==> config.mk <==
export PLATFORM = sky130hd
export DESIGN_NAME = sr_ff_bank_flat
export DESIGN_NICKNAME = d
export VERILOG_FILES = /design/src/rtl/sr_ff_bank_if.sv /design/src/rtl/sr_ff_bank.sv /design/src/flat_wrapper.sv
export SDC_FILE = /design/constraint.sdc
export NUM_CORES = 1
export LEC_CHECK = 0
export CORE_ASPECT_RATIO = 0.7
export CORE_MARGIN = 2
export CORE_UTILIZATION = 39
export CTS_BUF_LIST = sky130_fd_sc_hd__clkbuf_8
export DETAILED_ROUTE_END_ITERATION = 8
export PLACE_DENSITY = 0.69
export SETUP_SLACK_MARGIN = 0.2
export SLEW_MARGIN = 15
export SYNTH_ARGS = -nofsm -noshare
export SYNTH_HDL_FRONTEND = slang
export SYNTH_SLANG_ARGS = --single-unit
==> constraint.sdc <==
create_clock -name clk -period 1.58 [get_ports clk]
set_input_delay 0.316 -clock clk [delete_from_list [all_inputs] [get_ports clk]]
set_output_delay 0.316 -clock clk [all_outputs]
set_load 0.01 [all_outputs]
==> src/rtl/sr_ff_bank_if.sv <==
// sr_ff_bank_if -- control/status bundle for the sr_ff_bank flip-flop bank.
//
// Optional feature macro: SRFFB_ERRCNT_EN (adds the err_cnt counter signal).
//
// Signals:
//   en          global update enable
//   mode        2-bit mode select: 00 SR, 01 JK, 10 D, 11 T
//   s, r        per-channel S/J/D/T and R/K inputs
//   err_clr     clears the sticky error status (and counter)
//   q, qbar     registered state and its complement
//   chg         per-channel one-cycle change flags
//   err_sticky  sticky SR-conflict flag
//   err_cnt     saturating conflict counter (SRFFB_ERRCNT_EN only)
//
// Modports: master drives the controls and reads the status,
//           slave is the flip-flop bank itself.
interface sr_ff_bank_if #(
    parameter int WIDTH = 8,
    parameter int CNT_W = 8
);
    logic             en;
    logic [1:0]       mode;
    logic [WIDTH-1:0] s;
    logic [WIDTH-1:0] r;
    logic             err_clr;
    logic [WIDTH-1:0] q;
    logic [WIDTH-1:0] qbar;
    logic [WIDTH-1:0] chg;
    logic             err_sticky;
`ifdef SRFFB_ERRCNT_EN
    logic [CNT_W-1:0] err_cnt;

    modport master (
        output en, mode, s, r, err_clr,
        input  q, qbar, chg, err_sticky, err_cnt
    );
    modport slave (
        input  en, mode, s, r, err_clr,
        output q, qbar, chg, err_sticky, err_cnt
    );
`else
    modport master (
        output en, mode, s, r, err_clr,
        input  q, qbar, chg, err_sticky
    );
    modport slave (
        input  en, mode, s, r, err_clr,
        output q, qbar, chg, err_sticky
    );
`endif
endinterface

==> src/rtl/sr_ff_bank.sv <==
// sr_ff_bank -- WIDTH independent clocked storage bits, each acting as an
// SR, JK, D or T flip-flop according to a shared run-time mode select.
// SR-mode set+reset conflicts resolve per PRIORITY and raise a sticky
// error flag.
//
// Optional feature macro: SRFFB_ERRCNT_EN (adds a saturating conflict
// counter err_cnt of CNT_W bits).
//
// Ports:
//   clk   rising-edge clock
//   rst   synchronous reset, active-high; overrides every other input
//   bus   sr_ff_bank_if.slave: en, mode, s, r, err_clr in;
//         q, qbar, chg, err_sticky (, err_cnt) out
//
// Parameters:
//   WIDTH      number of channels (1..64)
//   RESET_VAL  value loaded into q on reset
//   PRIORITY   SR conflict resolution: 0 hold, 1 set wins, 2 reset wins
//   CNT_W      width of err_cnt
module sr_ff_bank #(
    parameter int               WIDTH     = 8,
    parameter logic [WIDTH-1:0] RESET_VAL = '0,
    parameter int               PRIORITY  = 0,
    parameter int               CNT_W     = 8
) (
    input  logic         clk,
    input  logic         rst,
    sr_ff_bank_if.slave  bus
);

    typedef enum logic [1:0] {
        MODE_SR = 2'b00,
        MODE_JK = 2'b01,
        MODE_D  = 2'b10,
        MODE_T  = 2'b11
    } mode_e;

    if (PRIORITY < 0 || PRIORITY > 2) begin : g_bad_priority
        $error("sr_ff_bank: PRIORITY must be 0, 1 or 2");
    end

    if (WIDTH < 1 || WIDTH > 64) begin : g_bad_width
        $error("sr_ff_bank: WIDTH must be in 1..64");
    end

    logic [WIDTH-1:0] q_r;
    logic [WIDTH-1:0] q_next;
    logic [WIDTH-1:0] chg_r;
    logic             sticky_r;
    logic             viol;
    mode_e            mode;

    assign mode = mode_e'(bus.mode);

    // A conflict is only meaningful in SR mode; JK uses s=r=1 as toggle.
    assign viol = bus.en && (mode == MODE_SR) && (|(bus.s & bus.r));

    // Next-state per channel. With en low every channel holds, so the
    // change flags below fall out naturally as zero.
    always_comb begin
        // NOTE: default assignment first so no path through the case leaves
        // q_next unassigned, which would otherwise infer a latch.
        q_next = q_r;
        if (bus.en) begin
            for (int i = 0; i < WIDTH; i++) begin
                unique case (mode)
                    MODE_SR: begin
                        unique case ({bus.s[i], bus.r[i]})
                            2'b00: q_next[i] = q_r[i];
                            2'b01: q_next[i] = 1'b0;
                            2'b10: q_next[i] = 1'b1;
                            2'b11: begin
                                if (PRIORITY == 1)
                                    q_next[i] = 1'b1;
                                else if (PRIORITY == 2)
                                    q_next[i] = 1'b0;
                                else
                                    q_next[i] = q_r[i];
                            end
                        endcase
                    end
                    MODE_JK: begin
                        unique case ({bus.s[i], bus.r[i]})
                            2'b00: q_next[i] = q_r[i];
                            2'b01: q_next[i] = 1'b0;
                            2'b10: q_next[i] = 1'b1;
                            2'b11: q_next[i] = ~q_r[i];
                        endcase
                    end
                    MODE_D:  q_next[i] = bus.s[i];
                    MODE_T:  q_next[i] = bus.s[i] ? ~q_r[i] : q_r[i];
                endcase
            end
        end
    end

    // NOTE: sequential state uses non-blocking assignments so every
    // register samples the pre-edge values of its neighbours.
    always_ff @(posedge clk) begin
        if (rst) begin
            q_r      <= RESET_VAL;
            chg_r    <= '0;
            sticky_r <= 1'b0;
        end else begin
            q_r   <= q_next;
            chg_r <= q_next ^ q_r;
            // A violation in the same cycle as err_clr wins.
            if (viol)
                sticky_r <= 1'b1;
            else if (bus.err_clr)
                sticky_r <= 1'b0;
        end
    end

`ifdef SRFFB_ERRCNT_EN
    logic [CNT_W-1:0] cnt_r;

    // Counts conflict cycles, not conflicting bits; saturates at all-ones.
    // Clear plus violation in the same cycle restarts the count at one.
    always_ff @(posedge clk) begin
        if (rst) begin
            cnt_r <= '0;
        end else if (viol && bus.err_clr) begin
            cnt_r <= CNT_W'(1);
        end else if (viol) begin
            if (cnt_r != '1)
                cnt_r <= cnt_r + CNT_W'(1);
        end else if (bus.err_clr) begin
            cnt_r <= '0;
        end
    end

    assign bus.err_cnt = cnt_r;
`endif

    assign bus.q          = q_r;
    assign bus.qbar       = ~q_r;
    assign bus.chg        = chg_r;
    assign bus.err_sticky = sticky_r;

endmodule

==> src/flat_wrapper.sv <==
// flat-port wrapper written by rule: the top's interface ports become plain ports
module sr_ff_bank_flat 
#(
    parameter int               WIDTH     = 8,
    parameter logic [WIDTH-1:0] RESET_VAL = '0,
    parameter int               PRIORITY  = 0,
    parameter int               CNT_W     = 8
)
  (clk, rst, bus_en, bus_mode, bus_s, bus_r, bus_err_clr, bus_q, bus_qbar, bus_chg, bus_err_sticky);
  sr_ff_bank_if #(.WIDTH(WIDTH), .CNT_W(CNT_W)) bus_i ();
  input  logic clk;
  input  logic rst;
  input wire logic [$bits(bus_i.en)-1:0] bus_en;
  input wire logic [$bits(bus_i.mode)-1:0] bus_mode;
  input wire logic [$bits(bus_i.s)-1:0] bus_s;
  input wire logic [$bits(bus_i.r)-1:0] bus_r;
  input wire logic [$bits(bus_i.err_clr)-1:0] bus_err_clr;
  output wire logic [$bits(bus_i.q)-1:0] bus_q;
  output wire logic [$bits(bus_i.qbar)-1:0] bus_qbar;
  output wire logic [$bits(bus_i.chg)-1:0] bus_chg;
  output wire logic [$bits(bus_i.err_sticky)-1:0] bus_err_sticky;
  assign bus_i.en = bus_en;
  assign bus_i.mode = bus_mode;
  assign bus_i.s = bus_s;
  assign bus_i.r = bus_r;
  assign bus_i.err_clr = bus_err_clr;
  assign bus_q = bus_i.q;
  assign bus_qbar = bus_i.qbar;
  assign bus_chg = bus_i.chg;
  assign bus_err_sticky = bus_i.err_sticky;
  sr_ff_bank #(.WIDTH(WIDTH), .RESET_VAL(RESET_VAL), .PRIORITY(PRIORITY), .CNT_W(CNT_W)) u_core (.clk(clk), .rst(rst), .bus(bus_i));
endmodule
==> qor.txt, run 1 <==
Crit path launch type - primary input
Hold_buf cts - 0
Post-route cell area - 2490 um^2
Share of total power in combinational logic - 38.8%
First-pass iteration count of the detailed router - 4
Worst hold path class - reg -> reg
Post-synth EDFFs - 0
Hold_ws - 0.482 ns
Max FO, Critical Path - 3
Hold path depth - 2
Die area - 4480 um^2
Fmax - 727 MHz
Slew headroom - 68.1%
FF-to-FF End - u_core.bus.q[2]$_SDFF_PP0_
Clk_lat worst skew - 0.26 ns
Seq pwr share - 37.0%
Synthesized area - 1540 um^2
First-pass GRT wire length - 7140 um
Hold_sp - u_core.bus.q[7]$_SDFF_PP0_
Switching pwr - 439 uW
Max H-tree Level - 1
RSZ-0062 raised after global routing - true
Clock buffer count from CTS - 3
Worst vdd ir - 0.000363 V
Final Hold Fails - 0
Max-slew violation count - 0
Total grt overflow - 0
Total number of vias - 1646
Power Density - 540 nW/um^2
Antenna Nets Post-Route - 0
FFs w/ async S/R, synth - 0%
Antenna violations before repair - 0
Synth Instances - 185
Nets@finish - 312
Status - complete, no violations
Final Skew - 0.000199 ns
GRT Total Usage - 20.4%
Detailed-route wire length per cell - 14.0 um
Layout area overhead - 61.6%
Clock root buffer - clkbuf_8
Final core utilization - 64.6%
Synth warnings - 0
Critical path required time - 1.73 ns
Post-synthesis sequential area ratio - 22.1%
CTS tree - yes
Synth Area per Inst - 8.33 um^2
Residual DRC - 0
Fill cell count - 355
Crit Path Category - in -> reg
CTS sink count - 17
FF+latch count, synth - 17
CTS max path bufs - 2
Layout cell share with drive strength beyond 1 - 36.2%
Clk pwr share - 24.2%
Die height - 56.6 um
Initial core utilization - 40.0%
Worst setup margin - 0.204 ns
CP arrival - 1.53 ns
Worst hold endpoint - u_core.bus.q[7]$_SDFF_PP0_
HPWL Detailed - 3180 um
FP Rows - 19
Dpl cell area - 2290 um^2
Via-to-Cell Ratio - 5.19
Vias in the first global route - 1532
Max-cap violations - 0
Net Sw Frac - 32.7%
Ant. Diodes - 0
Ratio of final minimum period to clock period - 87.1%
Fin crit period - 1.38 ns
P_int - 904 uW
Worst R2R Start - u_core.bus.q[2]$_SDFF_PP0_
CORE AREA - 3850 um^2
Crit end category - flop
Distinct cells, synth - 33
Die X - 79.1 um
Post-Route WL - 4440 um
R2r setup slk - 0.25 ns
Final setup fails - 0
CTS clk-pin slew, worst paths - 0.06 ns
Measured slew at the worst slew-check pin - 0.473 ns
Routability cong. - 0.853
Pre-CTS setup slack - -0.475 ns
Primary FF master, synth - dfxtp_1
P_leak - 1.19 nW
Net count after synthesis - 231
Ports - 47
Port bufs - 46
Largest net degree at the start of global routing - 11
Tot Pwr - 1.34 mW
R2r worst-path depth - 4
Initial DRC count - 69
per-layer routing:
metal / wire (um) / track usage (%)
met5: 0 / 0
met4: 11 / 3.20
met3: 209 / 4.82
met2: 2030 / 31.8
met1: 2190 / 29.1
worst max path at each step:
stage / startpoint / endpoint / cells past startpoint
final: bus_r[4] / u_core.bus.q[4]$_SDFF_PP0_ / 7
after global routing: bus_r[4] / u_core.bus.q[4]$_SDFF_PP0_ / 7
after CTS: bus_s[0] / u_core.bus.chg[0]$_SDFF_PP0_ / 7
after detailed placement: bus_r[2] / u_core.bus.chg[2]$_SDFF_PP0_ / 7
after global placement: bus_r[2] / u_core.bus.chg[2]$_SDFF_PP0_ / 7
after floorplan: bus_mode[1] / u_core.bus.chg[3]$_SDFF_PP0_ / 5
cell usage after synthesis (all sizes together) (3+ instances only):
library cell  number  area [um^2]
nand3              4         20.0
buf                5         26.3
a31o               7         61.3
o211ai             3         22.5
a211oi             6         45.0
and4               4         35.0
nand2              6         22.5
nor3               3         15.0
nand2b             3         18.8
inv               30          113
dfxtp             17          340
a21oi             10         50.1
nor4               9         81.3
nor2              10         37.5
o21ai              5         25.0
nor2b              3         18.8
nor3b             11         82.6
mux2i              4         40.0
and4b              4         40.0
o31ai              4         30.0
ha                24          300
critical path, cell delays in order:
cell           delay [ns]
dlygate4sd2_1        0.25
buf_6                0.12
and4b_1              0.20
nor4_4               0.31
buf_4                0.16
nand3_1              0.07
o31ai_1              0.08
state kept, by name (all words and copies together) (netlist names):
signal,cells
u_core.bus.chg,8
u_core.bus.q,8
u_core.bus.err_sticky,1
cells in the final DEF, fill, tap and decap left out, types with 5 or more instances in the layout:
master and instances:
buf_4 30, nor2_1 9, ha_1 21, inv_1 30, a21oi_1 6, dfxtp_1 9
dfxtp_2 8, nor3b_2 6, a31o_1 5, nor3b_1 5, dlygate4sd2_1 35, buf_6 6
nand2_1 6
cell families (layout without fill, tap and decap cells):
kind of cell / after synthesis / after routing / synth area share [%]
buf+inv: 37 / 117 / 9.50
mux: 5 / 5 / 3.33
flops: 17 / 17 / 22.1
simple gates: 65 / 65 / 28.8
compound gates: 37 / 37 / 16.7
fa+ha+maj: 24 / 24 / 19.5
per-stage QoR:
stage          TNS, ns  std cells
4_1_cts              0        317
5_1_grt              0        317
3_5_place_dp     -6.31        310
3_3_place_gp     -5.84        310
6_report             0        317
2_1_floorplan        0        185
timing repair:
action / 4_1_cts / 5_1_grt
gates cloned: 1 / 0
endpoints found under the setup margin: 42 / 14
setup buffers: 2 / 0
resized for setup: 93 / 24
pin swaps: 20 / 6
power groups by stage:
| stage | logic [mW] | registers, mW | clock network, mW |
|---|---|---|---|
| 4_1_cts | 0.496 | 0.496 | 0.329 |
| 5_1_grt | 0.572 | 0.503 | 0.354 |
| 3_3_place_gp | 0.491 | 0.501 | 0 |
| 3_5_place_dp | 0.498 | 0.502 | 0 |
| 6_report | 0.522 | 0.497 | 0.324 |
| 2_1_floorplan | 0.199 | 0.512 | 0 |
area by class of cell:
type / count / area, um^2 / share of cell area (%)
Sequential cell: 17 / 350 / 14.1
Multi-Input combinational cell: 131 / 1230 / 49.5
Clock buffer: 3 / 41.3 / 1.66
Inverter: 30 / 113 / 4.52
Tap cell: 52 / 65.1 / 2.61
Timing Repair Buffer: 83 / 683 / 27.5
Clock inverter: 1 / 3.75 / 0.151
Power figures use the tool's default switching activity.
==> run 2: changes to the inputs <==
SKIP_CTS_REPAIR_TIMING = 1   (was not set)
TNS_END_PERCENT = 5   (was not set)
==> run 2 against run 1 <==
Net effect:
- count of clock-buffer cells in the layout unchanged
- highest routed layer unchanged
- sequential power about the same
- hold slack worse by 0.049 ns
- sequential cell count is the same
- die area stayed put
- global-route usage decreased by 1.8 points
- utilization grew 4.0 points
- critical path depth stayed put
==> qor.txt, run 2 (same netlist as run 1, synthesis figures left out) <==
Hold_ws - 0.432 ns
Max H-tree Level - 1
RSZ-0062 raised after global routing - true
Total number of vias - 1631
R2r worst-path depth - 4
Initial core utilization - 40.0%
Max-cap violations - 0
Crit path launch type - primary input
Seq pwr share - 36.2%
Clock buffer count from CTS - 3
Max stage delay on crit path - 0.48 ns
Initial DRC count - 28
CTS sink count - 17
Crit Path Category - in -> reg
Antenna violations before repair - 0
Worst-path cell chain - clkdlybuf4s50_1, inv_1, ha_4, inv_1, a31o_1, or3_1, mux2i_1
Slew headroom - 62.6%
Detailed-route wire length per cell - 13.3 um
Critical path required time - 1.77 ns
Worst path bufs/invs - 3
Final Skew - 0.000611 ns
Cell Count, Final, Fillers Out - 317
Fill cell count - 313
Post-Route WL - 4220 um
Fin crit period - 1.56 ns
FP Rows - 19
P_leak - 1.52 nW
Hold_sp - bus_en
Fmax - 641 MHz
P_int - 938 uW
Most frequent cells in the layout - 36 x dlymetal6s2s_1, 36 x buf_4, 30 x inv_1
Largest net degree at the start of global routing - 19
Crit end category - flop
CP arrival - 1.75 ns
First-pass iteration count of the detailed router - 4
Max-slew violation count - 0
CTS tree - yes
Power Density - 521 nW/um^2
Clk_lat worst skew - 0.26 ns
Ratio of final minimum period to clock period - 98.8%
Worst hold path class - in -> reg
Vias in the first global route - 1483
Ant. Diodes - 0
Cell mode on critical path - inv_1
CTS max path bufs - 2
Layout area overhead - 71.5%
Cell family with most CP delay - buffers and inverters
Via-to-Cell Ratio - 5.15
Nets@finish - 312
Layout cell share with drive strength beyond 1 - 34.0%
Total grt overflow - 0
Worst R2R Start - u_core.bus.q[2]$_SDFF_PP0_
Max FO, Critical Path - 4
R2r setup slk - 0.26 ns
Placed cells - 310
Antenna Nets Post-Route - 0
CTS clk-pin slew, worst paths - 0.07 ns
Port bufs - 46
Measured slew at the worst slew-check pin - 0.559 ns
Final setup fails - 0
FF-to-FF End - u_core.bus.q[2]$_SDFF_PP0_
Net Sw Frac - 31.9%
Share of total power in combinational logic - 40.2%
CORE AREA - 3850 um^2
GRT Total Usage - 18.5%
Routability cong. - 0.853
Ports - 47
Worst hold endpoint - u_core.bus.q[2]$_SDFF_PP0_
Die height - 56.6 um
First-pass GRT wire length - 6610 um
Switching pwr - 439 uW
Slowest cell on the critical path - clkdlybuf4s50_1
Worst vdd ir - 0.000373 V
Final Hold Fails - 0
Clock root buffer - clkbuf_8
Status - complete, no violations
Clk pwr share - 23.6%
Die X - 79.1 um
Residual DRC - 0
Die area - 4480 um^2
HPWL Detailed - 3180 um
Hold path depth - 3
==> run 2: area by class of cell <==
cell class / instances / area, um^2 / area share, %
clock buffers: 3 / 41.3 / 1.56
clock inverters: 1 / 3.75 / 0.142
inverters: 30 / 113 / 4.26
multi-input cells: 131 / 1250 / 47.3
flip-flops and latches: 17 / 350 / 13.3
well taps: 52 / 65.1 / 2.46
repair buffers: 83 / 818 / 31.0
==> run 2: power groups by stage <==
| stage | registers [mW] | logic [mW] | clock network [mW] |
|---|---|---|---|
| after floorplan | 0.512 | 0.199 | 0 |
| after global placement | 0.501 | 0.491 | 0 |
| after detailed placement | 0.502 | 0.498 | 0 |
| after CTS | 0.493 | 0.501 | 0.329 |
| after global routing | 0.504 | 0.604 | 0.352 |
| final | 0.498 | 0.553 | 0.325 |
==> run 2: metrics by stage <==
step / setup TNS [ns] / setup slack (ns) / instance area [um^2] / total power [mW] / util, %
6_report: 0 / 0.0196 / 2640 / 1.38 / 68.6
2_1_floorplan: 0 / 0.247 / 1540 / 0.712 / -
3_5_place_dp: -6.31 / -0.475 / 2290 / 1.00 / 59.4
4_1_cts: -2.06 / -0.198 / 2330 / 1.32 / 60.6
3_3_place_gp: -5.84 / -0.421 / 2290 / 0.993 / 59.4
5_1_grt: -0.157 / -0.0843 / 2640 / 1.46 / 68.6
==> run 2: how the worst max path moves through the flow <==
stage	from	endpoint	slack, ns	cells after the start
global route	bus_r[0]	u_core.bus.chg[0]$_SDFF_PP0_	-0.08	7
floorplan	bus_mode[1]	u_core.bus.chg[3]$_SDFF_PP0_	0.25	5
global placement	bus_r[2]	u_core.bus.chg[2]$_SDFF_PP0_	-0.42	7
finish	bus_s[0]	u_core.bus.chg[0]$_SDFF_PP0_	0.02	7
CTS	bus_r[2]	u_core.bus.chg[2]$_SDFF_PP0_	-0.20	7
detailed placement	bus_r[2]	u_core.bus.chg[2]$_SDFF_PP0_	-0.48	7
==> run 2: per-layer routing <==
layer	share of wire (%)	up-vias	track usage [%]
met4	0.19	0	2.22
met1	50	775	26.1
li1	-	822	-
met3	4.6	3	4.82
met2	45	31	29.3
met5	0	-	0
==> run 2: worst reg2reg max path: cells and delay by family (launching register included) <==
kind	cells	cell delay, ns
AND/OR/NAND/NOR	1	0.39
flip-flops	1	0.39
AO/OA/AOI/OAI	3	0.47
